File: config.mk
export PLATFORM = sky130hd
export DESIGN_NAME = ra_shadow_stack
export DESIGN_NICKNAME = d
export VERILOG_FILES = /design/src/rtl/ras_pkg.sv /design/src/rtl/ras_ram.sv /design/src/rtl/ra_shadow_stack.sv
export SDC_FILE = /design/constraint.sdc
export NUM_CORES = 1
export LEC_CHECK = 0
export CORE_ASPECT_RATIO = 1.2
export CORE_MARGIN = 2
export CORE_UTILIZATION = 45
export DETAILED_ROUTE_END_ITERATION = 6
export RECOVER_POWER = 100
export SLEW_MARGIN = 20
export SYNTH_ARGS = -nofsm -noshare
export SYNTH_HDL_FRONTEND = slang
export SYNTH_SLANG_ARGS = --single-unit
File: constraint.sdc
create_clock -name clk -period 6.6 [get_ports clk]
set_clock_uncertainty 0.1 [all_clocks]
set_input_delay 0.66 -clock clk [delete_from_list [all_inputs] [get_ports clk]]
set_output_delay 0.66 -clock clk [all_outputs]
set_load 0.1 [all_outputs]
File: src/rtl/ras_pkg.sv
// Shared decode constants and types for the return-address shadow stack.
package ras_pkg;

    localparam logic [6:0] OP_JAL  = 7'b1101111;
    localparam logic [6:0] OP_JALR = 7'b1100111;
    localparam logic [4:0] REG_RA  = 5'd1;
    localparam logic [4:0] REG_T0  = 5'd5;

    typedef enum logic {RAS_IDLE, RAS_REFILL} ras_state_e;

    function automatic logic is_link(input logic [4:0] r);
        return (r == REG_RA) || (r == REG_T0);
    endfunction

endpackage

File: src/rtl/ras_ram.sv
// Simple dual-port storage for the stacked return addresses below the top
// entry: one write port, one registered read port.
module ras_ram #(
    parameter int ENTRIES = 15,
    parameter int AW      = 32,
    parameter int PW      = 4
) (
    input  logic          clk,
    input  logic          we,
    input  logic [PW-1:0] waddr,
    input  logic [AW-1:0] wdata,
    input  logic          re,
    input  logic [PW-1:0] raddr,
    output logic [AW-1:0] rdata
);

    logic [AW-1:0] mem [ENTRIES];
    logic [AW-1:0] rdata_q;

    always_ff @(posedge clk) begin
        if (we) begin
            mem[waddr] <= wdata;
        end
        if (re) begin
            rdata_q <= mem[raddr];
        end
    end

    assign rdata = rdata_q;

endmodule

File: src/rtl/ra_shadow_stack.sv
// Shadow return-address stack: tracks call/return pairs leaving IF_ID and
// raises sticky mismatch/overflow/underflow flags for the CSR trap logic.
module ra_shadow_stack
    import ras_pkg::*;
#(
    parameter int DEPTH = 16,
    parameter int AW    = 32
) (
    input  logic                   clk,
    input  logic                   Rst_n,
    input  logic                   id_adv,
    input  logic                   branch,
    input  logic [31:0]            ins,
    input  logic [AW-1:0]          next_addr,
    input  logic [AW-1:0]          branoff,
    input  logic                   ras_clr,
    output logic                   RAS_rdy,
    output logic                   ras_mismatch,
    output logic                   ras_mismatch_p,
    output logic                   ras_overflow,
    output logic                   ras_underflow,
    output logic [$clog2(DEPTH):0] ras_count
);

    localparam int PW = $clog2(DEPTH);
    localparam int CW = PW + 1;
    localparam logic [PW-1:0] WP_MAX   = PW'(DEPTH - 2);
    localparam logic [CW-1:0] CNT_FULL = CW'(DEPTH);

    ras_state_e    state_q, state_d;
    logic [AW-1:0] tos_q, tos_d;
    logic [PW-1:0] wp_q, wp_d, wp_inc, wp_dec;
    logic [CW-1:0] count_q, count_d;
    logic          mismatch_q, mismatch_d;
    logic          mismatch_p_q, mismatch_p_d;
    logic          overflow_q, overflow_d;
    logic          underflow_q, underflow_d;
    logic          ram_we, ram_re;
    logic [AW-1:0] ram_rdata;

    logic [6:0] opcode;
    logic [4:0] rd, rs1;
    logic       is_jal, is_jalr, is_call, is_ret, is_swap, fire;
    logic       unused_ins_bits;

    assign opcode          = ins[6:0];
    assign rd              = ins[11:7];
    assign rs1             = ins[19:15];
    assign unused_ins_bits = ^{ins[31:20], ins[14:12]};

    assign is_jal  = (opcode == OP_JAL);
    assign is_jalr = (opcode == OP_JALR);
    assign is_call = (is_jal | is_jalr) & is_link(rd);
    assign is_ret  = is_jalr & (rd == 5'd0) & is_link(rs1);
    // Coroutine hint: jalr with two different link registers pops then pushes.
    assign is_swap = is_jalr & is_link(rd) & is_link(rs1) & (rd != rs1);
    assign fire    = id_adv & branch & (state_q == RAS_IDLE);

    // The RAM holds DEPTH-1 entries, so the pointer wraps at DEPTH-2.
    assign wp_inc = (wp_q == WP_MAX) ? '0 : wp_q + 1'b1;
    assign wp_dec = (wp_q == '0) ? WP_MAX : wp_q - 1'b1;

    ras_ram #(
        .ENTRIES(DEPTH - 1),
        .AW     (AW),
        .PW     (PW)
    ) u_ram (
        .clk  (clk),
        .we   (ram_we),
        .waddr(wp_q),
        .wdata(tos_q),
        .re   (ram_re),
        .raddr(wp_dec),
        .rdata(ram_rdata)
    );

    always_comb begin
        state_d      = state_q;
        tos_d        = tos_q;
        wp_d         = wp_q;
        count_d      = count_q;
        mismatch_d   = mismatch_q;
        mismatch_p_d = 1'b0;
        overflow_d   = overflow_q;
        underflow_d  = underflow_q;
        ram_we       = 1'b0;
        ram_re       = 1'b0;

        if (ras_clr) begin
            count_d     = '0;
            wp_d        = '0;
            mismatch_d  = 1'b0;
            overflow_d  = 1'b0;
            underflow_d = 1'b0;
            state_d     = RAS_IDLE;
        end else if (state_q == RAS_REFILL) begin
            tos_d   = ram_rdata;
            state_d = RAS_IDLE;
        end else if (fire && is_call && !is_swap) begin
            tos_d = next_addr;
            if (count_q != '0) begin
                ram_we = 1'b1;
                wp_d   = wp_inc;
            end
            // At full the wrap silently overwrites the oldest entry.
            if (count_q != CNT_FULL) begin
                count_d = count_q + 1'b1;
            end else begin
                overflow_d = 1'b1;
            end
        end else if (fire && (is_ret || is_swap)) begin
            if (count_q == '0) begin
                underflow_d = 1'b1;
                if (is_swap) begin
                    tos_d   = next_addr;
                    count_d = CW'(1);
                end
            end else begin
                if (branoff != tos_q) begin
                    mismatch_d   = 1'b1;
                    mismatch_p_d = 1'b1;
                end
                if (is_swap) begin
                    tos_d = next_addr;
                end else begin
                    count_d = count_q - 1'b1;
                    if (count_q > CW'(1)) begin
                        ram_re  = 1'b1;
                        wp_d    = wp_dec;
                        state_d = RAS_REFILL;
                    end
                end
            end
        end
    end

    always_ff @(posedge clk or negedge Rst_n) begin
        if (!Rst_n) begin
            state_q      <= RAS_IDLE;
            tos_q        <= '0;
            wp_q         <= '0;
            count_q      <= '0;
            mismatch_q   <= 1'b0;
            mismatch_p_q <= 1'b0;
            overflow_q   <= 1'b0;
            underflow_q  <= 1'b0;
        end else begin
            state_q      <= state_d;
            tos_q        <= tos_d;
            wp_q         <= wp_d;
            count_q      <= count_d;
            mismatch_q   <= mismatch_d;
            mismatch_p_q <= mismatch_p_d;
            overflow_q   <= overflow_d;
            underflow_q  <= underflow_d;
        end
    end

    assign RAS_rdy        = (state_q == RAS_IDLE);
    assign ras_mismatch   = mismatch_q;
    assign ras_mismatch_p = mismatch_p_q;
    assign ras_overflow   = overflow_q;
    assign ras_underflow  = underflow_q;
    assign ras_count      = count_q;

endmodule

Word level (Yosys, flattened, before mapping)
Memories as Yosys holds them, arrays and structs flattened. A register that Yosys moved wholly into a read port is not among the register bits.
Index checks and enable logic that the tools add are counted.
- $add $sub $neg: 4
- multipliers: 0
- divide/modulo/power cells: 0
- $lt $le $gt $ge: 1
- eq/ne operators: 20
- shifts and indexed selects: 0
- multiplexer cells: 56
- bitwise logic cells: 11
- reductions and logical operators: 25
- operators by type and width (cell ; number):
    two-way mux 32 bit ; 4
    two-way mux 4 bit ; 10
    two-way mux 5 bit ; 8
    two-way mux 1 bit ; 34
    != test 32 bit ; 1
    == test 7 bit, second input constant ; 2
    nonzero test 3 bit ; 4
    == test 5 x 1 -> 1 bit, second input constant ; 2
    == test 5 x 3 -> 1 bit, second input constant ; 2
    logical NOT 5 bit ; 2
    AND reduction 5 bit ; 2
    != test 3 x 2 -> 1 bit, second input constant ; 3
    bitwise AND 1 bit ; 8
    != test 2 bit, second input constant ; 4
    nonzero test 2 bit ; 4
    AND reduction 3 bit ; 2
    AND reduction 6 bit ; 1
    adder 5 x 1 -> 5 bit, second input constant ; 1
    > comparator 5 x 1 -> 1 bit, second input constant ; 1
    != test 5 bit ; 1
    != test 5 bit, second input constant ; 1
    nonzero test 5 bit ; 1
    subtractor 5 x 1 -> 5 bit, second input constant ; 1
    adder 4 x 1 -> 4 bit, second input constant ; 1
    other kinds (12) ; 17
- register bits after elaboration: 46
- bits in latches: 0
- RAM bits: 480
- ROM bits: 0
- input bits: 101
- output and inout port bits: 10
- memories: 1
- memory list (memory ; words ; width ; rd ports ; clocked after memory_dff ; wr ports ; line ; RTL):
    u_ram.mem ; 15 ; 32 ; 1 ; 1 ; 1 ; ras_ram.sv:17 ; logic [AW-1:0] mem [ENTRIES];

Depth between registers and ports, before layout
- word-level depth: 12
- depth in mapped cells: 12
- depth with buffers taken out: 8

Hierarchy
From an unflattened synthesis, not the netlist that was laid out.
- cells, all modules: 1226
- area total of the unflattened synthesis: 22287.6 um2
- by module, submodules not included (module ; instances ; cells each ; area each (um2) ; seq. area each (um2)):
    ras_ram ; 1 ; 886 ; 19207.2 ; 15374.7
    ra_shadow_stack ; 1 ; 340 ; 3080.5 ; 1151.1

Worst setup path after synthesis
No wires, ideal clock.
- path type: in2reg
- start point: input port ins[8]
- end point: memory u_ram.mem[14][0] (enable)
- arrival time: 5016 ps
- data required time: 5999 ps
- path slack: 982 ps
- stages: 5
- cells stage by stage: or4b_2 -> nor3_1 -> nand2_1 -> buf_6 -> nor4_1
- longest elaborated chain between the ends: 12
- elaborated cells between the ends (all ways): 16
- those cells by class: eq/ne (3); mux (5); bitwise (4); reduce/logical (4)
- ends and longest elaborated chain (element ; line ; RTL):
    from (decl) ; ra_shadow_stack.sv:13 ; input logic [31:0] ins,
    == test 5 x 1 -> 1 bit / == test 5 x 3 -> 1 bit (equally long branches) ; ras_pkg.sv:12 ; return (r == REG_RA) || (r == REG_T0);
    logical OR 1 bit ; ras_pkg.sv:12 ;
    bitwise AND 1 bit (3 in a row) ; ra_shadow_stack.sv:56 ; assign is_swap = is_jalr & is_link(rd) & is_link(rs1) & (rd != rs1);
    logical NOT 1 bit ; ra_shadow_stack.sv:99 ; end else if (fire && is_call && !is_swap) begin
    logical AND 1 bit * ; ra_shadow_stack.sv:99 ;
    two-way mux 1 bit * ; ra_shadow_stack.sv:99 ;
    two-way mux 1 bit * ; ra_shadow_stack.sv:96 ; end else if (state_q == RAS_REFILL) begin
    two-way mux 1 bit * ; ra_shadow_stack.sv:89 ; if (ras_clr) begin
    two-way mux 1 bit * ; ras_ram.sv:21 ; if (we) begin
    two-way mux 1 bit (implied by the code) * ; ras_ram.sv:22 ; mem[waddr] <= wdata;
    to (decl) ; ras_ram.sv:17 ;
Mark *: on every way between the ends. The rest lies on a longest branch, timed or not.

Final worst setup path
- start point: input port ins[7]
- end point: memory u_ram.mem[3][11] (enable)
The elaborated chain is that of the path after synthesis.

==> results.md <==
* Number of port buffers at 95
* Post-route ant nets at 0
* Cells after Synth at 1,532
* Post-synthesis average cell area at 14.9 um^2
* RSZ-0062 raised after global routing: false
* Largest cells by area after synthesis: edfxtp_1 (67%), dfrtp_1 (5.0%), nand2_1 (4.0%)
* Later-pin clock latency in the skew report at 590 ps
* Clock transition at the registers of the reported paths at 60 ps
* Final instance area at 26,300 um^2
* Top_reg_cell synth: edfxtp_1
* Post-route DRC at 0
* Die Span Y at 251 um
* Clock Power Share at 0.441
* GRT Overall Usage at 0.210
* Area Overhead vs Synth at 15.0%
* WS Path Type: input port to flop
* Starting Density at 0.455
* Library cells used by synthesis at 60
* Pwr Density at 266 nW/um^2
* Area leader, netlist: edfxtp_1
* Flop-to-flop setup slack at 1500 ps
* Slew HR at -1.29
* Worst vdd ir at 0.000166 V
* Vias in the first global route at 13,100
* Gr ovfl total at 0
* TritonCTS Buffers at 56
* Share of cells above drive strength 1 at 0.0954
* Post-Syn Area at 22,900 um^2
* RePlAce Congestion at 0.828
* IO Pins at 111
* Max Cap Violations at 10
* Hold Crit Class: flop to flop
* Core area at 50,200 um^2
* CP max stage cell: nor2_1
* Critical Path RT at 6790 ps
* Failing checks: capacitance limit, slew limit
* Sequential Power Share at 0.545
* Actual slew at the worst max-slew pin at 3440 ps
* Final Hold Slack at 418 ps
* Internal cell power at 5.64 mW
* Dpl cells at 2,207
* Peak Freq at 0.186 GHz
* Post-CTS Setup Inserts at 0
* Worst path arrival time at 5560 ps
* Final WL at 54.6 mm
* Num Clock Sinks at 558
* Top-area cell type share of the netlist area at 0.672
* Largest net degree at the start of global routing at 158
* Routed via count at 13,100
* Crit-path max cell delay at 1350 ps
* Post-DP Area at 24,600 um^2
* Vias per inst at 5.68
* Final hold viol count at 0
* Ys async rst share at 0.0824
* Switching power at 1.35 mW
* Finished Layout Cells at 2,311
* H-tree levels at 2
* Nets at 1,731
* DRT iter0 DRCs at 1,266
* Synthesis Warnings at 0
* Setup TNS at 0 ps
* Root Driver: clkbuf_16
* Number of synthesized flops with an enable pin at 512
* Syn nets at 1,642
* Die Area at 52,700 um^2
* Drt first pass iters at 6
* Period utilization at 0.814
* Switching Fraction at 0.193
* Comb power frac at 0.014
* Fin crit period at 5370 ps
* Critical path launch point type: input port
* Die width at 210 um
* Status: complete, but fails checks
* Initial antenna violation count at 1
* First-pass GRT wire length at 82.4 mm
* # rows at 90
* Post-cts gate resize count at 0
* Hpwl dp at 29.6 mm
* Clk buf depth at 3
* Hold-fix buffers, CTS at 0
* CP cell instances: dlygate4sd3_1 -> xnor2_1 -> nand3_1 -> o21ai_0 -> nand2_1 -> or4_4 -> nor2_1 -> buf_4
* Seq cells post-synth at 558
* Per-cell routed wire length at 23.6 um
* Most common cell in the synthesized netlist: edfxtp_1
* Total power at 6.99 mW
* CTS tree: yes
* Slew Limit Fails at 376
* Critical Path Sink Type: flop
* Worst-path fanout max at 15
* Static leakage at 9.34 nW
* Final setup viols at 0
* Top cells by count, synth: edfxtp_1 (512), nand2_1 (246), a211oi_1 (93), a31oi_1 (88), and2_1 (72)
* Sequential area share after synthesis at 0.722
routing by layer:
layer  routed length, um  up-vias  share of wire  global-route usage
li1                    -     6037              -                   -
met1               24000     6667           0.44               0.294
met2               26400      345           0.48               0.343
met3                2510       79          0.046              0.0314
met4                1600        0          0.029              0.0642
met5                   0        -              0                   0
cell families (layout without fill, tap and decap cells):
family / after synthesis / count (layout) / synth area share
xor gates and xnor gates: 38 / 38 / 0.0146
muxes: 108 / 108 / 0.0692
DFF: 558 / 558 / 0.722
buffers and inverters: 104 / 238 / 0.0188
AOI/OAI and AO/OA: 292 / 292 / 0.0835
and+or+nand+nor: 423 / 423 / 0.0865
other: 0 / 1 / 0
adders and majority gates: 9 / 9 / 0.00492
registers in the layout, indices dropped and copies added, names as in the netlist:
name,flops
u_ram.mem,480
tos_q,32
state_q,1
wp_q,4
ras_overflow,1
ras_count,5
ras_underflow,1
ras_mismatch_p,1
u_ram.rdata,32
ras_mismatch,1
final timing paths:
check,from,end,cells past startpoint
max,ins[7],u_ram.mem[3][11]$_DFFE_PP_,8
min,ras_overflow$_DFFE_PN0P_,ras_overflow$_DFFE_PN0P_,2
max reg2reg,state_q$_DFF_PN0_,u_ram.rdata[20]$_DFFE_PP_,7
min reg2reg,ras_overflow$_DFFE_PN0P_,ras_overflow$_DFFE_PN0P_,2
max in group asynchronous,Rst_n,state_q$_DFF_PN0_,2
min in group asynchronous,Rst_n,tos_q[6]$_DFFE_PN0P_,2
power groups by stage:
stage	Sequential [mW]	Clock, mW	Combinational, mW
floorplan	3.89	0	0.0229
global placement	3.89	0	0.0991
detailed placement	3.89	0	0.0998
CTS	3.81	3.13	0.100
global route	3.81	3.27	0.105
finish	3.81	3.08	0.0978
critical path, delay by kind of cell:
kind	cells	cell delay (ps)
AO/OA/AOI/OAI	1	880
AND/OR/NAND/NOR	4	2760
buffers and inverters	2	1040
XOR/XNOR	1	190
stage by stage:
step / util / worst slack (ps)
floorplan: - / 982
global placement: 0.490 / 1500
detailed placement: 0.490 / 1460
CTS: 0.526 / 2070
global route: 0.524 / 985
finish: 0.524 / 1230
cell type report:
type | instances | area (um^2)
multi-input combinational | 870 | 6010
clock inverter | 23 | 224
clock buffer | 80 | 1540
tap | 644 | 806
inverter | 10 | 37.5
sequential | 558 | 16500
timing repair buffer | 125 | 1160
antenna | 1 | 2.50
fill | 4131 | 23900
cells in the final DEF (no fill, tap or decap), types with 3 or more instances in the layout:
cell type        count
edfxtp_1           512
nand2_1            246
a211oi_1            93
a31oi_1             88
clkdlybuf4s50_1     82
mux2i_1             67
o21ai_0             66
and2_1              64
clkbuf_16           57
dfrtp_1             45
mux4_2              40
and2_0              29
xnor2_1             28
clkbuf_1            28
nor2_1              20
a21oi_1             16
buf_4               16
dlygate4sd3_1       12
clkinv_1            10
xor2_1              10
nor4_1               9
nand4_1              9
ha_1                 9
inv_1                8
nand3_1              7
nor2_4               7
nor3_1               5
and3_1               5
o211ai_1             5
clkinv_2             5
or3_1                4
a211o_1              4
bufinv_16            4
clkbuf_2             4
clkbuf_8             3
clkinv_4             3
clkinvlp_4           3
Note: power is estimated with default switching activity, not from simulation.
